### src/rtl/jtvigil_pkg.sv
// Shared constants and types for the Vigilante sound-side latch and PCM link.
// Holds the IM0 vector encoding and the PCM fetch state enumeration.
package jtvigil_pkg;

  localparam logic [7:0] VEC_NONE      = 8'hFF;
  localparam int         VEC_LATCH_BIT = 5;
  localparam int         VEC_YM_BIT    = 4;

  typedef enum logic [1:0] {
    ST_IDLE,
    ST_FETCH,
    ST_READY
  } pcm_st_t;

endpackage

### src/rtl/jtvigil_pcm_ptr.sv
// PCM sample pointer: start-address load, ROM fetch with CPU wait, DAC register.
// Ports: clk, rst, snd_dout, smp_lo_wr, smp_hi_wr, smp_rd, dac_wr (sound CPU side);
//   smp_dout, smp_wait_n (CPU read path); pcm_addr, pcm_cs, pcm_data, pcm_ok (ROM); dac.
module jtvigil_pcm_ptr
  import jtvigil_pkg::*;
#(
  parameter int AW = 18
) (
  input  logic          clk,
  input  logic          rst,
  input  logic [7:0]    snd_dout,
  input  logic          smp_lo_wr,
  input  logic          smp_hi_wr,
  input  logic          smp_rd,
  input  logic          dac_wr,
  output logic [7:0]    smp_dout,
  output logic          smp_wait_n,
  output logic [AW-1:0] pcm_addr,
  output logic          pcm_cs,
  input  logic [7:0]    pcm_data,
  input  logic          pcm_ok,
  output logic [7:0]    dac
);

  localparam logic [AW-1:0] ONE = AW'(1);

  pcm_st_t st, st_nx;
  logic    ptr_chg;
  logic    take;
  logic    unused_hi;

  assign ptr_chg   = smp_lo_wr | smp_hi_wr | dac_wr;
  assign unused_hi = ^snd_dout[7:AW-13];

  always_ff @(posedge clk or posedge rst) begin
    if (rst) begin
      st <= ST_IDLE;
    end else begin
      st <= st_nx;
    end
  end

  // A pointer change in the same clk as pcm_ok wins: the byte
  // belongs to the old address and is dropped.
  always_comb begin
    st_nx      = st;
    take       = 1'b0;
    pcm_cs     = 1'b0;
    smp_wait_n = 1'b1;
    unique case (st)
      ST_IDLE: begin
        if (ptr_chg) st_nx = ST_FETCH;
      end
      ST_FETCH: begin
        pcm_cs     = 1'b1;
        smp_wait_n = ~smp_rd;
        if (ptr_chg) begin
          st_nx = ST_FETCH;
        end else if (pcm_ok) begin
          take  = 1'b1;
          st_nx = ST_READY;
        end
      end
      ST_READY: begin
        if (ptr_chg) st_nx = ST_FETCH;
      end
      default: st_nx = ST_IDLE;
    endcase
  end

  always_ff @(posedge clk or posedge rst) begin
    if (rst) begin
      pcm_addr <= '0;
    end else if (smp_lo_wr) begin
      pcm_addr <= {pcm_addr[AW-1:13], snd_dout, 5'd0};
    end else if (smp_hi_wr) begin
      pcm_addr <= {snd_dout[AW-14:0], pcm_addr[12:0]};
    end else if (dac_wr) begin
      pcm_addr <= pcm_addr + ONE;
    end
  end

  always_ff @(posedge clk or posedge rst) begin
    if (rst) begin
      smp_dout <= 8'h00;
    end else if (take) begin
      smp_dout <= pcm_data;
    end
  end

  always_ff @(posedge clk or posedge rst) begin
    if (rst) begin
      dac <= 8'h80;
    end else if (dac_wr) begin
      dac <= snd_dout;
    end
  end

endmodule

### src/rtl/jtvigil_snd_if.sv
// Sound-CPU end of the main->sound latch: byte capture, IM0 RST vector, PCM pointer.
// Ports: clk, rst; latch_wr/main_dout (main CPU); snd_dout, latch_rd, irq_ack, ym_irq_n,
//   int_n, int_vec, latch_dout (sound CPU); smp_*/dac_wr, pcm_* ROM port, dac.
module jtvigil_snd_if
  import jtvigil_pkg::*;
#(
  parameter int SMP_AW = 18
) (
  input  logic              clk,
  input  logic              rst,
  input  logic              latch_wr,
  input  logic [7:0]        main_dout,
  input  logic [7:0]        snd_dout,
  input  logic              latch_rd,
  input  logic              irq_ack,
  input  logic              ym_irq_n,
  output logic              int_n,
  output logic [7:0]        int_vec,
  output logic [7:0]        latch_dout,
  input  logic              smp_lo_wr,
  input  logic              smp_hi_wr,
  input  logic              smp_rd,
  input  logic              dac_wr,
  output logic [7:0]        smp_dout,
  output logic              smp_wait_n,
  output logic [SMP_AW-1:0] pcm_addr,
  output logic              pcm_cs,
  input  logic [7:0]        pcm_data,
  input  logic              pcm_ok,
  output logic [7:0]        dac
);

  logic wr_l;
  logic wr_edge;
  logic latch_pend;
  logic ym_pend;
  logic unused_rd;

  // Reading the latch leaves the request pending; only irq_ack clears it.
  assign unused_rd = latch_rd;
  assign wr_edge   = latch_wr & ~wr_l;

  always_ff @(posedge clk or posedge rst) begin
    if (rst) begin
      wr_l       <= 1'b0;
      latch_dout <= 8'h00;
      latch_pend <= 1'b0;
      ym_pend    <= 1'b0;
    end else begin
      wr_l    <= latch_wr;
      ym_pend <= ~ym_irq_n;
      if (wr_edge) begin
        latch_dout <= main_dout;
        latch_pend <= 1'b1;
      end else if (irq_ack) begin
        latch_pend <= 1'b0;
      end
    end
  end

  always_comb begin
    int_vec = VEC_NONE;
    if (latch_pend) int_vec[VEC_LATCH_BIT] = 1'b0;
    if (ym_pend)    int_vec[VEC_YM_BIT]    = 1'b0;
  end

  always_ff @(posedge clk or posedge rst) begin
    if (rst) begin
      int_n <= 1'b1;
    end else begin
      int_n <= int_vec == VEC_NONE;
    end
  end

  jtvigil_pcm_ptr #(
    .AW(SMP_AW)
  ) u_pcm (
    .clk        (clk),
    .rst        (rst),
    .snd_dout   (snd_dout),
    .smp_lo_wr  (smp_lo_wr),
    .smp_hi_wr  (smp_hi_wr),
    .smp_rd     (smp_rd),
    .dac_wr     (dac_wr),
    .smp_dout   (smp_dout),
    .smp_wait_n (smp_wait_n),
    .pcm_addr   (pcm_addr),
    .pcm_cs     (pcm_cs),
    .pcm_data   (pcm_data),
    .pcm_ok     (pcm_ok),
    .dac        (dac)
  );

endmodule
### config.mk
export PLATFORM = sky130hd
export DESIGN_NAME = jtvigil_snd_if
export DESIGN_NICKNAME = d
export VERILOG_FILES = /design/src/rtl/jtvigil_pkg.sv /design/src/rtl/jtvigil_pcm_ptr.sv /design/src/rtl/jtvigil_snd_if.sv
export SDC_FILE = /design/constraint.sdc
export NUM_CORES = 1
export LEC_CHECK = 0
export ABC_AREA = 1
export CORE_UTILIZATION = 40
export DETAILED_ROUTE_END_ITERATION = 7
export PLACE_DENSITY_LB_ADDON = 0.2
export SLEW_MARGIN = 40
export SYNTH_ARGS = -nofsm -noshare
export SYNTH_HDL_FRONTEND = slang
export SYNTH_SLANG_ARGS = --single-unit
### constraint.sdc
create_clock -name clk -period 1.4 [get_ports clk]
set_input_delay 0.28 -clock clk [delete_from_list [all_inputs] [get_ports clk]]
set_output_delay 0.28 -clock clk [all_outputs]
set_load 0.02 [all_outputs]
Word level (Yosys, flattened, before mapping)
Cells that the tools add are included.
- register bits after elaboration: 48
- input port bits: 35
- output and inout bits: 53
- logic and storage cells: 48
- $add $sub $neg: 1
- equality and inequality tests: 6
- mux-type cells: 16
- bitwise operators: 7
- reductions and logical operators: 8
- operators by type and width (cell ; number):
    $mux W18 ; 2
    $add A18 B1 Y18 const B ; 1
    $mux W13 ; 1
    $mux W1 ; 9
    $mux W2 ; 3
    $reduce_and A2 Y1 ; 3
    $reduce_bool A2 Y1 ; 3
    $eq A2 B2 Y1 const B ; 2
    $not A1 Y1 ; 4
    $pmux W2 S2 ; 1
    $ne A3 B2 Y1 const B ; 1
    $eq A2 B1 Y1 const B ; 1
    $logic_not A2 Y1 ; 1
    $ne A2 B1 Y1 const B ; 1
    $ne A2 B2 Y1 const B ; 1
    $or A1 B1 Y1 ; 2
    $reduce_or A2 Y1 ; 1
    $and A1 B1 Y1 ; 1

Longest topological paths before layout
- word-level depth: 4
- gate-level depth with buffers: 9
- gate-level depth less buffers: 9

Hierarchy
Synthesis repeated with hierarchy kept, for this count alone.
- cell total of the unflattened synthesis: 296
- area, all modules: 2477.4 sq um
- by module, submodules not included (module ; times used ; cells an instance ; area an instance (sq um) ; seq. area each (sq um)):
    jtvigil_pcm_ptr ; 1 ; 244 ; 1960.6 ; 902.1
    jtvigil_snd_if ; 1 ; 52 ; 516.7 ; 301.5

Worst setup path after synthesis
Ideal clock, no wire load.
- path kind: reg-to-reg
- start: reg u_pcm.pcm_addr[1]
- end: reg u_pcm.pcm_addr[16]
- library setup time: 0.117 ns
- data arrival time: 1.318 ns
- required time: 1.283 ns
- slack: -0.035 ns
- stages on the path, launching flop included: 9
- path buffers: 0
- period minus slack after synthesis: 1.435 ns
- cells stage by stage: dfrtp_1 ha_1 nand2_1 nor2_1 nand2_1 o21ai_0 nand3_1 nand2_1 nand2_1
- longest elaborated chain between the ends: 3
- RTL lines (item ; RTL line ; RTL):
    start: declaration ; jtvigil_pcm_ptr.sv:18 ; output logic [AW-1:0] pcm_addr,
    start signal: assignment ; jtvigil_pcm_ptr.sv:75 ; pcm_addr <= {pcm_addr[AW-1:13], snd_dout, 5'd0};
    start signal: assignment ; jtvigil_pcm_ptr.sv:77 ; pcm_addr <= {snd_dout[AW-14:0], pcm_addr[12:0]};
    start signal: assignment ; jtvigil_pcm_ptr.sv:79 ; pcm_addr <= pcm_addr + ONE;
    $add A18 B1 Y18 ; jtvigil_pcm_ptr.sv:79 ;
    $mux W18 ; jtvigil_pcm_ptr.sv:78 ; end else if (dac_wr) begin
    $mux W18 ; jtvigil_pcm_ptr.sv:76 ; end else if (smp_hi_wr) begin
No other way between the ends. The select of a mux whose other input is x is not followed.
A chain may end at the register's enable or synchronous reset.

Worst setup path after layout
- start: reg u_pcm.pcm_addr[8]
- end: out pcm_addr[8]
- RTL lines (item ; RTL line ; RTL):
    end: declaration ; jtvigil_snd_if.sv:26 ; output logic [SMP_AW-1:0] pcm_addr,
No word-level cell between the ends.

==> out/metrics.csv <==
metric;value;unit
status;complete, no violations;
core;0.005921;sq mm
cts.hold.buffers_added;0;
synthCells;280;
clk_pin_slew_worst_paths;90;ps
grt_max_degree;17;
clk_path_buf_depth;2;
cts_tree;built;
r2r_end;u_pcm.pcm_addr[8]$_DFFE_PP0P_;
p_sw_frac;0.3139;
slowest_delay;460;ps
stdcell_area;0.003862;sq mm
io_pins;88;
post_synth_instance_area;0.002456;sq mm
detail-route-antenna-nets;0;
grt_pass1_vias;2396;
required;1120;ps
antenna_found_initial;0;
fin_tns_setup;0;ps
ys_seq_area_frac;0.4901;
clkPwrFrac;0.266;
cts_max_level;2;
vias;2367;
dpl.cell_count;473;
layout_setup_ws;23.43;ps
path_max_fanout;5;
rsz0062_at_grt;true;
die_w;80.36;um
clock_sinks;48;
wire_per_inst;13.54;um
layout.cells.non_filler;485;
layout_min_cycle_time;1377;ps
cts-buffers-inserted;5;
pre_cts_slack;-316.8;ps
drc;0;
wirelength;6566;um
internal_power;2.630;mW
final-setup-viol-count;0;
cp-end-kind;output port;
hold_viol_final;0;
min_path_type;in2async;
crit_arrival;1100;ps
grtUsageMet3;0.06705;
place_congestion;0.8899;
startpoint_type;flop;
n_antenna_cell;0;
crit_family;flip-flops;
drive_gt1_frac;0.3220;
r2r_slack;50;ps
crit_type;reg2out;
p_comb_frac;0.296;
top_usage_layer;met2;
dp_hpwl;5004;um
fmax;726.4;MHz
fin_skew;10.34;ps
p_sw;1.203;mW
max-vdd-ir-drop;0.6822;mV
initial_core_util;0.4148;
grt_usage;0.2163;
post-route-period-util;0.9833;
maxSlewViolCount;0;
cp.buffers_inverters;1;
p_per_area;992.3;mW/mm^2
routed_via_density;4.880;
nets;445;
grtUsageMet2;0.3483;
post_synth_num_cell_types;34;
cp-startpoint;u_pcm.pcm_addr[8]$_DFFE_PP0P_;
report.power.total;3.833;mW
rows;28;
grt_overflow;0;
slowest_stage;dfrtp_2;
drt_iter0_drc;135;
worstRegToRegCells;8;
dieArea;0.006458;sq mm
ys_seq_elements;48;
grtUsageMet1;0.2676;
grt_pass1_wl;10690;um
avgSynthCellArea;8.772;sq um
seqPwrFrac;0.438;
port-buffer-count;80;
placed_cell_area;0.003649;sq mm
whs;297.1;ps
cp_cell_sequence;dlygate4sd2_1;
fillers;516;
rr_startpoint;u_pcm.pcm_addr[0]$_DFFE_PP0P_;
power_leakage;1.886;nW
ys_warn_count;0;
insertion_delay;300;ps
clockRootBuffer;clkbuf_8;
postLayoutCoreUtil;0.6524;
fp.dieH;80.36;um
drv_cap;0;
dr.pass1.iters;4;
syn2layout_area_growth;57.26;%
cell type report:
type,count,area [sq um],share of cell area
Sequential cell,48,1212,0.3139
Multi-Input combinational cell,189,1160,0.3003
Timing Repair Buffer,128,1139,0.2948
Inverter,37,146.4,0.03790
Tap cell,75,93.84,0.02430
Clock buffer,5,68.82,0.01782
Clock inverter,3,42.54,0.01101
state kept, by name, summed over array words and instances, names as in the netlist:
name	cells
u_pcm.smp_dout	8
u_pcm.st	2
int_n	1
latch_pend	1
u_pcm.dac	8
latch_dout	8
u_pcm.pcm_addr	18
wr_l	1
ym_pend	1
cells in the mapped netlist:
| cell type | count | area share |
|---|---|---|
| o31ai_1 | 1 | 0.0031 |
| mux2_4 | 8 | 0.049 |
| inv_1 | 33 | 0.050 |
| o21ai_1 | 1 | 0.0020 |
| nand3_4 | 1 | 0.0071 |
| a21oi_1 | 9 | 0.018 |
| o21ai_0 | 23 | 0.047 |
| inv_4 | 1 | 0.0025 |
| a21boi_0 | 1 | 0.0031 |
| nor2_4 | 1 | 0.0046 |
| nor2_2 | 4 | 0.010 |
| buf_4 | 7 | 0.021 |
| xnor2_1 | 1 | 0.0036 |
| nand4_1 | 5 | 0.013 |
| inv_2 | 2 | 0.0031 |
| dfrtp_1 | 46 | 0.47 |
| o22ai_1 | 1 | 0.0025 |
| mux2_2 | 8 | 0.037 |
| conb_1 | 1 | 0.0015 |
| clkinv_2 | 1 | 0.0020 |
| nand2_1 | 67 | 0.10 |
| o21bai_1 | 2 | 0.0061 |
| nand2_2 | 3 | 0.0076 |
| nor2_8 | 1 | 0.0082 |
| nor2_1 | 20 | 0.031 |
| nand3_1 | 19 | 0.039 |
| buf_6 | 2 | 0.0092 |
| clkbuf_1 | 1 | 0.0015 |
| dfstp_2 | 2 | 0.021 |
| o211ai_2 | 1 | 0.0051 |
| buf_2 | 2 | 0.0041 |
| ha_1 | 1 | 0.0051 |
| nor3_1 | 3 | 0.0061 |
| nand2_4 | 1 | 0.0046 |
layout by cell type, fill, tap and decap left out, types with 3 or more instances in the layout:
cell	netlist	routed
nor2_4	1	7
inv_2	2	4
nand3_2	0	3
clkbuf_2	0	3
buf_2	2	4
nand3_1	19	17
mux2_2	8	8
clkbuf_8	0	5
nand4_1	5	5
mux2_4	8	8
buf_6	2	7
dfrtp_2	0	7
nor2_2	4	7
a21oi_1	9	9
nand2_1	67	59
clkdlybuf4s50_1	0	32
nand2_2	3	10
conb_1	1	6
dfrtp_1	46	39
dlygate4sd2_1	0	32
nor2_1	20	11
inv_1	33	30
clkdlybuf4s15_1	0	6
o21ai_1	1	9
buf_4	7	40
nor3_1	3	3
o21ai_0	23	14
routing by layer:
metal,wire (um),part of all wire
met3,487,0.074
met2,3249,0.49
met1,2723,0.41
met4,106,0.016
met5,0,0
power groups by stage:
stage / clock network (mW) / logic [mW] / registers (mW)
after CTS: 1.05 / 1.11 / 1.67
after global placement: 0 / 1.20 / 1.70
after floorplan: 0 / 0.382 / 1.90
after global routing: 1.10 / 1.23 / 1.70
final: 1.02 / 1.13 / 1.68
after detailed placement: 0 / 1.22 / 1.70
what timing repair did:
action / 4_1_cts / 5_1_grt
gates cloned: 0 / 1
setup buffers: 1 / 2
gates resized for setup: 69 / 63
setup endpoints to repair: 53 / 37
hold endpoints to repair: 0 / 0
pin swaps: 1 / 16
logic make-up (layout without fill, tap and decap cells):
logic type,count (synthesis),after routing,share of synthesized area
AOI/OAI and AO/OA,39,39,0.08711
muxes,16,16,0.08559
and+or+nand+nor,125,126,0.2328
DFF,48,48,0.4901
other,1,6,0.001527
buffers and inverters,49,173,0.09424
adders and majority gates,1,1,0.005093
xor gates and xnor gates,1,1,0.003567
worst max-delay path by stage:
stage | depth (start not counted) | end | slack, ps
after floorplan | 8 | u_pcm.pcm_addr[16]$_DFFE_PP0P_ | -10
after global placement | 7 | u_pcm.smp_dout[4]$_DFFE_PP0P_ | -290
after detailed placement | 10 | u_pcm.pcm_addr[5]$_DFFE_PP0P_ | -320
after CTS | 1 | pcm_addr[12] | 1
after global routing | 9 | u_pcm.pcm_addr[14]$_DFFE_PP0P_ | -50
final | 1 | pcm_addr[8] | 20
Note: power is estimated with default switching activity, not from simulation.
